$ cat src/rtl/mem_port_arbiter.sv
// Two-requester arbiter sharing one combinational memory port.
// Round-robin grant, fixed strobe length, registered read data and ack.
module mem_port_arbiter #(
  parameter int DATA_W      = 32,
  parameter int ADDR_W      = 32,
  parameter int WAIT_CYCLES = 1
) (
  input  logic              clk,
  input  logic              reset,
  input  logic              m0_req,
  input  logic              m0_we,
  input  logic [ADDR_W-1:0] m0_addr,
  input  logic [DATA_W-1:0] m0_wdata,
  output logic [DATA_W-1:0] m0_rdata,
  output logic              m0_ack,
  input  logic              m1_req,
  input  logic              m1_we,
  input  logic [ADDR_W-1:0] m1_addr,
  input  logic [DATA_W-1:0] m1_wdata,
  output logic [DATA_W-1:0] m1_rdata,
  output logic              m1_ack,
  output logic [ADDR_W-1:0] mem_dir,
  output logic [DATA_W-1:0] mem_data_in,
  output logic              mem_rd,
  output logic              mem_wd,
  input  logic [DATA_W-1:0] mem_data_out,
  output logic [1:0]        grant
);

  generate
    if (WAIT_CYCLES < 1) begin : g_bad_wait
      $error("mem_port_arbiter: WAIT_CYCLES must be >= 1");
    end
  endgenerate

  localparam int CW = (WAIT_CYCLES > 1) ? $clog2(WAIT_CYCLES) : 1;

  typedef enum logic [1:0] {
    IDLE,
    ACCESS,
    DONE
  } state_t;

  state_t            state_q;
  logic [CW-1:0]     cnt_q;
  logic              we_q;
  logic              last_q;
  logic [ADDR_W-1:0] dir_q;
  logic [DATA_W-1:0] wdat_q;
  logic              rd_q;
  logic              wd_q;
  logic [1:0]        ack_q;
  logic [1:0]        grant_q;
  logic [DATA_W-1:0] rdata0_q;
  logic [DATA_W-1:0] rdata1_q;

  logic              pick1;
  logic              any_req;
  logic              sel_we;
  logic [ADDR_W-1:0] sel_addr;
  logic [DATA_W-1:0] sel_wdata;

  // On a tie the requester that did not win last time is picked.
  always_comb begin
    pick1     = m1_req && (!m0_req || !last_q);
    any_req   = m0_req || m1_req;
    sel_we    = pick1 ? m1_we    : m0_we;
    sel_addr  = pick1 ? m1_addr  : m0_addr;
    sel_wdata = pick1 ? m1_wdata : m0_wdata;
  end

  always_ff @(posedge clk or posedge reset) begin
    if (reset) begin
      state_q  <= IDLE;
      cnt_q    <= '0;
      we_q     <= 1'b0;
      last_q   <= 1'b1;
      dir_q    <= '0;
      wdat_q   <= '0;
      rd_q     <= 1'b0;
      wd_q     <= 1'b0;
      ack_q    <= 2'b00;
      grant_q  <= 2'b00;
      rdata0_q <= '0;
      rdata1_q <= '0;
    end else begin
      unique case (state_q)
        IDLE: begin
          ack_q   <= 2'b00;
          grant_q <= 2'b00;
          if (any_req) begin
            dir_q   <= sel_addr;
            wdat_q  <= sel_wdata;
            we_q    <= sel_we;
            rd_q    <= ~sel_we;
            wd_q    <= sel_we;
            grant_q <= pick1 ? 2'b10 : 2'b01;
            last_q  <= pick1;
            cnt_q   <= CW'(WAIT_CYCLES - 1);
            state_q <= ACCESS;
          end
        end
        ACCESS: begin
          if (cnt_q == '0) begin
            rd_q    <= 1'b0;
            wd_q    <= 1'b0;
            ack_q   <= grant_q;
            state_q <= DONE;
            if (!we_q) begin
              if (grant_q[1]) rdata1_q <= mem_data_out;
              else            rdata0_q <= mem_data_out;
            end
          end else begin
            cnt_q <= cnt_q - 1'b1;
          end
        end
        DONE: begin
          ack_q   <= 2'b00;
          grant_q <= 2'b00;
          state_q <= IDLE;
        end
        default: state_q <= IDLE;
      endcase
    end
  end

  assign mem_dir     = dir_q;
  assign mem_data_in = wdat_q;
  assign mem_rd      = rd_q;
  assign mem_wd      = wd_q;
  assign m0_ack      = ack_q[0];
  assign m1_ack      = ack_q[1];
  assign m0_rdata    = rdata0_q;
  assign m1_rdata    = rdata1_q;
  assign grant       = grant_q;

endmodule

$ cat config.mk
export PLATFORM = sky130hd
export DESIGN_NAME = mem_port_arbiter
export DESIGN_NICKNAME = d
export VERILOG_FILES = /design/src/rtl/mem_port_arbiter.sv
export SDC_FILE = /design/constraint.sdc
export NUM_CORES = 1
export LEC_CHECK = 0
export CAP_MARGIN = 10
export CORE_UTILIZATION = 43
export CTS_CLUSTER_DIAMETER = 150
export DETAILED_ROUTE_END_ITERATION = 8
export PLACE_DENSITY = 0.87
export SLEW_MARGIN = 20
export SYNTH_ARGS = -nofsm -noshare
export SYNTH_HDL_FRONTEND = slang
export SYNTH_SLANG_ARGS = --single-unit
export TNS_END_PERCENT = 100
$ cat constraint.sdc
create_clock -name clk -period 10.6 [get_ports clk]
set_input_delay 1.59 -clock clk [delete_from_list [all_inputs] [get_ports clk]]
set_output_delay 1.59 -clock clk [all_outputs]
set_load 0.005 [all_outputs]
# [Word level (Yosys, flattened, before mapping)]
# Cells that the tools add are included.
[totals] ff_bits=139 output_inout_bits=134 input_bits=166 elab_cells=57
[op_classes] bitwise=4 add_sub_neg=1 n_mux=19 n_reduce_logical=17 n_eq_ne=4
[op_table] op="32-bit two-way mux" n=2
[op_table] op="2-bit one-hot mux with 2 select lines" n=3
[op_table] op="2-bit two-way mux" n=5
[op_table] op="2-bit AND reduction" n=4
[op_table] op="4-bit AND reduction" n=2
[op_table] op="1-bit two-way mux" n=6
[op_table] op="1-bit one-hot mux with 2 select lines" n=3
[op_table] op="2-bit nonzero test" n=3
[op_table] op="2-bit inequality test, second input constant" n=2
[op_table] op="1-bit NOT" n=4
[op_table] op="3-bit AND reduction" n=1
[op_table] op="2-bit by 1-bit equality test with 1-bit output, second input constant" n=1
[op_table] op="2-bit equality test, second input constant" n=1
[op_table] op="1-bit zero test" n=2
[op_table] op="2-bit zero test" n=1
[op_table] op="1-bit logical OR" n=2
[op_table] op="2-bit OR reduction" n=1
[op_table] op="1-bit logical AND" n=1
[op_table] op="1-bit subtractor, second input constant" n=1

# [Longest topological paths before layout]
# Gate-level depths: netlist (run 1).
[depth] depth_word=7 ltp_mapped=6 mapped_depth_nobuf=3

# [Least setup slack after synthesis (run 1)]
# No wires, ideal clock.
[synth_path] kind="input-to-reg" start="in m1_req" end="reg wdat_q[10], in the netlist mem_data_in[10]" required_ns=10.474 cell_stages=6 arrival_time_ns=2.520 setup_slack_ns=7.954 path_cell_list="nand2b_1 > and3_1 > buf_2 > buf_2 > buf_2 > a221o_1"
[synth_via] elab_chain_cells=2 elab_cells_between_ends=4
[synth_rtl] item="start, declared" line="16" rtl="input logic m1_req,"
[synth_rtl] item="1-bit logical AND / 1-bit logical OR (equally long branches)" line="65, 66"
[synth_rtl] item="32-bit two-way mux / 2-bit AND reduction (equally long branches)"
[synth_rtl] item="end signal, assigned" line="93" rtl="wdat_q <= sel_wdata;"
[synth_rtl] item="end, declared" line="49" rtl="logic [DATA_W-1:0] wdat_q;"
# Several ways; a longest one is shown, not always the timed one.
# A chain may end at the register's enable or synchronous reset.

# [Worst setup path after layout (run 1)]
[layout_path] start="in m1_req" end="reg wdat_q[11], in the netlist mem_data_in[11]"
# Same word-level chain as after synthesis.

==> impl_metrics.json, run 1 <==
{
  "hold_viol_final": 0,
  "post_cts_resized": 0,
  "cts.clk_slew.worst_paths_ps": 60,
  "clk_latency_ps": 410,
  "place_hpwl_um": 12320,
  "fp-row-count": 41,
  "cts_hold_buf": 0,
  "post_cts_buffers": 0,
  "rsz0062_at_grt": "false",
  "syn_area_mm2": 0.005665,
  "die_h_um": 116.8,
  "cts_buffer_depth": 2,
  "cts_tree": "done",
  "setup_violations": 0,
  "worstPathArrival_ps": 3530,
  "avgRoutedWirePerCell_um": 19.93,
  "peakVddDrop_v": 0.0002718,
  "antenna_found_initial": 0,
  "setup_tns_ps": 0,
  "grt_overflow": 0,
  "layout-drive-gt1-share_pct": 15.37,
  "grt_pass1_wl_um": 25740,
  "route.detailed.drc": 0,
  "numCtsBuffers": 17,
  "powerDensity_mw_per_mm2": 295.4,
  "cts_htree_levels": 4,
  "avgSynthCellArea_um2": 14.38,
  "crit_fanout": 36,
  "dr.first_iter.drc_count": 257,
  "yosys_warnings": 0,
  "finalNetCount": 849,
  "nFillCells": 857,
  "coreArea_mm2": 0.01272,
  "synthCells": 394,
  "dpl_worst_slack_ps": 6872,
  "maxSlewHeadroom_pct": 49.52,
  "worst_pin_slew_ps": 757.2,
  "areaGrowthSynthToFinish_pct": 66.08,
  "die_area_mm2": 0.01364,
  "path_class": "primary input to flop",
  "required_ps": 10950,
  "status": "finished, final reports clean",
  "mostFrequentLayoutCells": "clkdlybuf4s50_1, dfrtp_1, a221o_1",
  "grt_pass1_vias": 4831,
  "cp-start-kind": "primary input",
  "placed_cell_area_mm2": 0.008772,
  "final_common_cell": "clkdlybuf4s50_1",
  "gp_congestion": 0.7883,
  "wirelength_um": 17300,
  "hp-class": "flop to flop",
  "period_share_pct": 30.01,
  "postRouteAntennaNets": 0,
  "synthFlopType": "dfrtp_1",
  "cts-root-buf": "clkbuf_16",
  "cts_sinks": 138,
  "async_reset_ff_share_pct": 100.0,
  "timing.fmax_mhz": 314.3,
  "first_pass_iters": 4,
  "endpoint_kind": "flop",
  "ys_types": 27,
  "track_usage_pct": 25.52,
  "synth_edf_count": 0,
  "syn_nets": 560,
  "final-max-slew-violation-count": 0,
  "vias": 4725,
  "ys_seq_elements": 138,
  "die_x_um": 116.8,
  "grt_max_degree": 86,
  "portBuffers": 299,
  "worst_slack_ps": 7419,
  "ios": 300,
  "initial_utilization_pct": 44.53,
  "ys_seq_area_share_pct": 60.98,
  "period_minus_slack_ps": 3181,
  "worst_clock_skew_ps": 8.541,
  "viasPerCell": 5.444,
  "num_antenna_cells": 0,
  "p_leak_uw": 0.003868,
  "cap_violations": 0,
  "finalInstanceArea_mm2": 0.009409
}
cell usage after synthesis (all sizes together), types with 16 or more instances:
| cell | instances | share of area, % |
|---|---|---|
| a221o | 66 | 12 |
| clkbuf | 20 | 1.3 |
| a21boi | 65 | 8.6 |
| mux2 | 64 | 13 |
| buf | 16 | 1.7 |
| dfrtp | 137 | 61 |
state kept, by name (all words and copies together), names as in the netlist, 2 cells and up:
| name | cells |
|---|---|
| grant | 2 |
| ack_q | 2 |
| m0_rdata | 32 |
| state_q | 2 |
| mem_dir | 32 |
| m1_rdata | 32 |
| mem_data_in | 32 |
through the flow:
stage	power, µW	hold WS, ps	utilization (%)	cells
final	2779	483.2	73.96	868
after detailed placement	2184	476.0	68.95	835
after floorplan	1460	482.8	-	394
after global placement	2121	467.7	68.95	835
after CTS	2799	488.6	73.71	867
after global routing	2935	509.3	73.96	868
critical path, cell delays in order:
cell and delay, ps:
clkdlybuf4s50_1 470, nand2b_1 90, and3_2 640, buf_4 480, a221o_1 230
layer usage:
layer  share of wire, %  wire [µm]  GRT usage (%)  vias up
met4                3.0        526          13.25        0
met1                 37       6351          29.22     2328
met2                 51       8831          42.88      265
met5                  0          0              0        -
met3                9.2       1589          8.290       36
li1                   -          -              -     2096
layout make-up:
type / instances / area [µm²] / area share (%)
Sequential cell: 138 / 3455 / 36.72
Timing Repair Buffer: 306 / 3069 / 32.62
Multi-Input combinational cell: 218 / 2052 / 21.81
Clock buffer: 22 / 464.2 / 4.934
Tap cell: 172 / 215.2 / 2.287
Clock inverter: 10 / 141.4 / 1.503
Inverter: 2 / 12.51 / 0.1330
kinds of logic after synthesis:
logic type / count (synthesis) / share of synthesized area, %
AO/OA/AOI/OAI: 138 / 21.18
AND/OR/NAND/NOR: 14 / 1.568
flip-flops: 138 / 60.98
buffers and inverters: 38 / 3.202
multiplexers: 66 / 13.07
power breakdown:
part           switching, µW  internal (µW)
logic                    443            784
clock network            217            383
registers                159            793
total                    819           1960
worst paths after layout:
path                            slack (ps)  cells after the start                     start                          end
worst max-delay path                  7420                      5                    m1_req  mem_data_in[11]$_DFFE_PP0P_
worst min-delay path                   480                      1  m0_rdata[25]$_DFFE_PP0P_     m0_rdata[25]$_DFFE_PP0P_
worst max register to register        8440                      4    state_q[0]$_DFFE_PP0P_  mem_data_in[11]$_DFFE_PP0P_
worst min register to register         480                      1  m0_rdata[25]$_DFFE_PP0P_     m0_rdata[25]$_DFFE_PP0P_
max in group asynchronous             7860                      3                     reset     m0_rdata[21]$_DFFE_PP0P_
min in group asynchronous             1600                      2                     reset       mem_dir[9]$_DFFE_PP0P_
(Power assumes the default switching activity.)
==> inputs of run 2 (changes only) <==
CORE_UTILIZATION = 36   (was 43)
PLACE_DENSITY = 0.77   (was 0.87)
clock period = 2.6 ns   (was 10.6 ns; I/O delays follow)
==> run 2 against run 1 <==
Non-clock buffer count increased by 6. Utilization fell by 12 points. Global-route usage is 3.3 points lower. Clock power increased to 3.8 times the previous value. Wire length rose by 0.74%. Via count down 0.59%. Final cell count is 5.2% higher.
==> impl_metrics.json, run 2 (synthesis gave the netlist of run 1 again) <==
{
  "layout-drive-gt1-share_pct": 16.38,
  "die_h_um": 127.5,
  "finalNetCount": 855,
  "rsz0062_at_grt": "false",
  "cts_sinks": 138,
  "crit_fanout": 32,
  "grt_pass1_vias": 4952,
  "track_usage_pct": 22.18,
  "grt_max_degree": 53,
  "hp-class": "primary input to asynchronous set/reset pin",
  "cts.clk_slew.worst_paths_ps": 60,
  "worst_clock_skew_ps": 6.870,
  "worst_pin_slew_ps": 685.1,
  "post_cts_buffers": 0,
  "finalPower_uw": 11170,
  "hold_viol_final": 0,
  "gp_congestion": 0.7554,
  "regArea_mm2": 0.003455,
  "ios": 300,
  "die_x_um": 127.5,
  "period_minus_slack_ps": 1961,
  "post_cts_resized": 0,
  "cts_buffer_depth": 2,
  "worstPathArrival_ps": 2250,
  "required_ps": 2890,
  "hold_slack_ps": 430.0,
  "cts_tree": "done",
  "wirelength_um": 17430,
  "multi_input_area_mm2": 0.002052,
  "route.detailed.drc": 0,
  "cts-root-buf": "clkbuf_16",
  "avgRoutedWirePerCell_um": 19.09,
  "peakVddDrop_v": 0.0005349,
  "p_leak_uw": 0.003879,
  "setup_tns_ps": 0,
  "coreArea_mm2": 0.01526,
  "antenna_found_initial": 1,
  "final_common_cell": "clkdlybuf4s50_1",
  "die_area_mm2": 0.01624,
  "cts_hold_buf": 0,
  "num_antenna_cells": 0,
  "path_class": "flop to flop",
  "numCtsBuffers": 17,
  "initial_utilization_pct": 37.13,
  "cts_htree_levels": 4,
  "clk_latency_ps": 420,
  "status": "finished, final reports clean",
  "timing.fmax_mhz": 510.0,
  "setup_violations": 0,
  "period_share_pct": 75.41,
  "vias": 4697,
  "maxSlewHeadroom_pct": 54.23,
  "cp-start-kind": "flop",
  "fin_util_pct": 62.16,
  "viasPerCell": 5.145,
  "areaGrowthSynthToFinish_pct": 67.42,
  "final-max-slew-violation-count": 0,
  "mostFrequentLayoutCells": "clkdlybuf4s50_1, dfrtp_1, a221o_1",
  "cap_violations": 0,
  "powerDensity_mw_per_mm2": 1178,
  "postRouteAntennaNets": 0,
  "dr.first_iter.drc_count": 214,
  "fp-row-count": 45,
  "portBuffers": 299,
  "worst_slack_ps": 639.2,
  "grt_overflow": 0,
  "place_hpwl_um": 12830,
  "grt_pass1_wl_um": 27020,
  "endpoint_kind": "flop",
  "nFillCells": 1182,
  "first_pass_iters": 5,
  "dpl_worst_slack_ps": 492.0
}
## run 2: cell count changes in the layout (fill, tap and decap cells not counted), sizes merged
cell,delta
clkinv,+2
clkinvlp,+2
buf,+6
bufinv,-2
clkbuf,-3
inv,+1
## run 2: path summary, 6_finish.rpt
kind	startpoint	end	slack, ps	depth (start not counted)
worst min register to register	m0_rdata[25]$_DFFE_PP0P_	m0_rdata[25]$_DFFE_PP0P_	500	1
max in group asynchronous	reset	m1_rdata[9]$_DFFE_PP0P_	1510	3
worst max-delay path	state_q[1]$_DFFE_PP0P_	m1_rdata[13]$_DFFE_PP0P_	640	4
min in group clk	m0_rdata[25]$_DFFE_PP0P_	m0_rdata[25]$_DFFE_PP0P_	500	1
worst min-delay path	reset	state_q[1]$_DFFE_PP0P_	430	2
worst max register to register	state_q[1]$_DFFE_PP0P_	m1_rdata[13]$_DFFE_PP0P_	640	4
## run 2: metrics by stage
stage / cells / instance area, µm²
final: 913 / 9485
after global routing: 913 / 9485
after CTS: 913 / 9485
after detailed placement: 881 / 8922
after global placement: 881 / 8922
after floorplan: 394 / 5669
## run 2: layout make-up
cell class	count	area share, %
Inverter	2	0.1187
Clock buffer	19	4.670
Multi-Input combinational cell	218	21.63
Tap cell	211	2.783
Sequential cell	138	36.42
Clock inverter	13	1.266
Timing Repair Buffer	312	33.11
## run 2: routing by layer
layer  vias to the layer above  global-route usage, %  share of wire [%]
li1                       2115                      -                  -
met1                      2303                  25.59                 39
met2                       248                  37.96                 50
met3                        29                  7.621                8.7
met4                         2                  8.403                2.1
met5                         -                      0              0.075
## run 2: critical path: stages, from the launching register on
cell	delay, ps
dfrtp_1	480
nand2b_1	300
nor3b_4	220
buf_4	410
mux2_2	400
## run 2: power breakdown
part / total (µW) / switching [µW] / internal, µW / leakage, µW
clock network: 2270 / 925 / 1350 / 0.000270
logic: 5050 / 1810 / 3240 / 0.00193
registers: 3860 / 625 / 3230 / 0.00168
==> inputs of run 3 (changes only) <==
clock period = 1.6 ns   (was 2.6 ns; I/O delays follow)
==> run 3 against run 2 <==
Clock power up 71%. Utilization grew 1.7 points. Maximum frequency increased by 24%. First-iteration DRC count fell by 22%. Critical path depth grew 2. Non-clock buffer count is 9 higher. Sequential power grew 61%. Critical endpoint is now mem_dir[5]$_DFFE_PP0P_. Largest power group unchanged.
==> impl_metrics.json, run 3 (synthesis gave the netlist of run 1 again) <==
{
  "status": "finished, final reports clean",
  "worstPathArrival_ps": 1870,
  "finalInstanceArea_mm2": 0.009748,
  "regArea_mm2": 0.003456,
  "layout-drive-gt1-share_pct": 17.58,
  "gp_congestion": 0.7772,
  "die_x_um": 127.5,
  "maxSlewHeadroom_pct": 68.51,
  "period_minus_slack_ps": 1578,
  "place_hpwl_um": 12510,
  "die_area_mm2": 0.01624,
  "grt_pass1_vias": 5061,
  "cts.clk_slew.worst_paths_ps": 60,
  "cp-start-kind": "flop",
  "gr-max-usage-layer": "met2",
  "timing.fmax_mhz": 633.6,
  "path_class": "flop to flop",
  "fp-row-count": 45,
  "ios": 300,
  "cap_violations": 0,
  "cts_sinks": 138,
  "p_leak_uw": 0.004020,
  "multi_input_area_mm2": 0.002067,
  "first_pass_iters": 7,
  "avgRoutedWirePerCell_um": 19.46,
  "rsz0062_at_grt": "true",
  "nFillCells": 1174,
  "grtUsageMet1_pct": 23.70,
  "hold_slack_ps": 283.6,
  "worst_clock_skew_ps": 8.769,
  "wirelength_um": 17940,
  "placed_cell_area_mm2": 0.009040,
  "r2r_cells": 6,
  "cts_buffer_depth": 2,
  "route.detailed.drc": 0,
  "crit_fanout": 31,
  "cts-root-buf": "clkbuf_16",
  "powerDensity_mw_per_mm2": 1940,
  "met2_usage_pct": 38.73,
  "track_usage_pct": 21.83,
  "antenna_found_initial": 0,
  "period_share_pct": 98.64,
  "coreArea_mm2": 0.01526,
  "finalNetCount": 864,
  "fin_util_pct": 63.89,
  "hp-class": "primary input to asynchronous set/reset pin",
  "r2r_end": "mem_dir[5]$_DFFE_PP0P_",
  "grt_max_degree": 90,
  "initial_utilization_pct": 37.13,
  "worst_pin_slew_ps": 472.3,
  "endpoint_kind": "flop",
  "setup_tns_ps": 0,
  "grt_pass1_wl_um": 26820,
  "grt.met3_usage_pct": 6.616,
  "final-max-slew-violation-count": 0,
  "required_ps": 1890,
  "areaGrowthSynthToFinish_pct": 72.06,
  "numCtsBuffers": 17,
  "die_h_um": 127.5,
  "peakVddDrop_v": 0.0009594,
  "final_common_cell": "clkdlybuf4s50_1",
  "setup_violations": 0,
  "grt_overflow": 0,
  "postRouteAntennaNets": 0,
  "vias": 4788,
  "r2r_setup_slack_ps": 20,
  "clk_latency_ps": 420,
  "cts_htree_levels": 4,
  "reg2reg_from": "state_q[1]$_DFFE_PP0P_",
  "num_antenna_cells": 0,
  "portBuffers": 299,
  "hold_viol_final": 0,
  "cts_tree": "done",
  "viasPerCell": 5.193,
  "mostFrequentLayoutCells": "clkdlybuf4s50_1, dfrtp_1, a221o_1",
  "dr.first_iter.drc_count": 166
}
## run 3: cell count changes in the layout (fill, tap and decap cells not counted), sizes merged, moves of 2 or more
cell	change
clkdlybuf4s50	-4
dlygate4sd2	+2
clkbuf	+2
clkinv	-2
buf	+7
dlymetal6s2s	+2
## run 3: how the worst max path moves through the flow
stage                                        endpoint  slack [ps]                     from
after floorplan                  ack_q[0]$_DFFE_PP0P_        -360                    reset
after global placement    mem_data_in[18]$_DFFE_PP0P_        -130                   m0_req
after detailed placement  mem_data_in[11]$_DFFE_PP0P_        -180                   m0_req
after CTS                                 mem_dir[20]           7  mem_dir[20]$_DFFE_PP0P_
after global routing      mem_data_in[19]$_DFFE_PP0P_          -5   state_q[1]$_DFFE_PP0P_
final                          mem_dir[5]$_DFFE_PP0P_          20   state_q[1]$_DFFE_PP0P_
## run 3: metal layers
layer,vias to the layer above,part of all wire (%)
met5,-,0
met4,0,2.6
met3,36,8.3
met2,241,51
met1,2375,38
li1,2136,-
## run 3: power breakdown
part           total, µW  switching, µW  leakage (µW)  internal, µW
logic               8800           3100       0.00206          5700
registers           6230            976       0.00168          5250
clock network       3880           1520      0.000282          2350
## run 3: critical path: stages, from the launching register on
cell and delay (ps):
dfrtp_1 360, buf_4 170, nor2_4 50, buf_12 130, and3_4 200, buf_12 160
a221o_1 370
## run 3: layout make-up
type | count | area share, %
sequential | 138 | 35.45
timing repair buffer | 321 | 34.53
inverter | 2 | 0.1155
clock inverter | 12 | 1.412
clock buffer | 20 | 4.582
tap | 211 | 2.708
multi-input combinational | 218 | 21.20
## run 3: stage by stage
stage                     instances  power [µW]  setup slack (ps)
final                           922       18910             21.71
after global placement          885       14410            -126.6
after floorplan                 394        9679            -360.3
after global routing            922       19930            -5.423
after detailed placement        885       14770            -181.4
after CTS                       919       18780             7.008
## run 3: timing repair
item | CTS | global route
hold buffers | 0 | 0
pin swaps | 1 | 2
gates cloned | 1 | 1
hold endpoints to repair | 0 | 0
setup buffers | 1 | 2
gates resized for setup | 5 | 7
setup endpoints to repair | 26 | 49
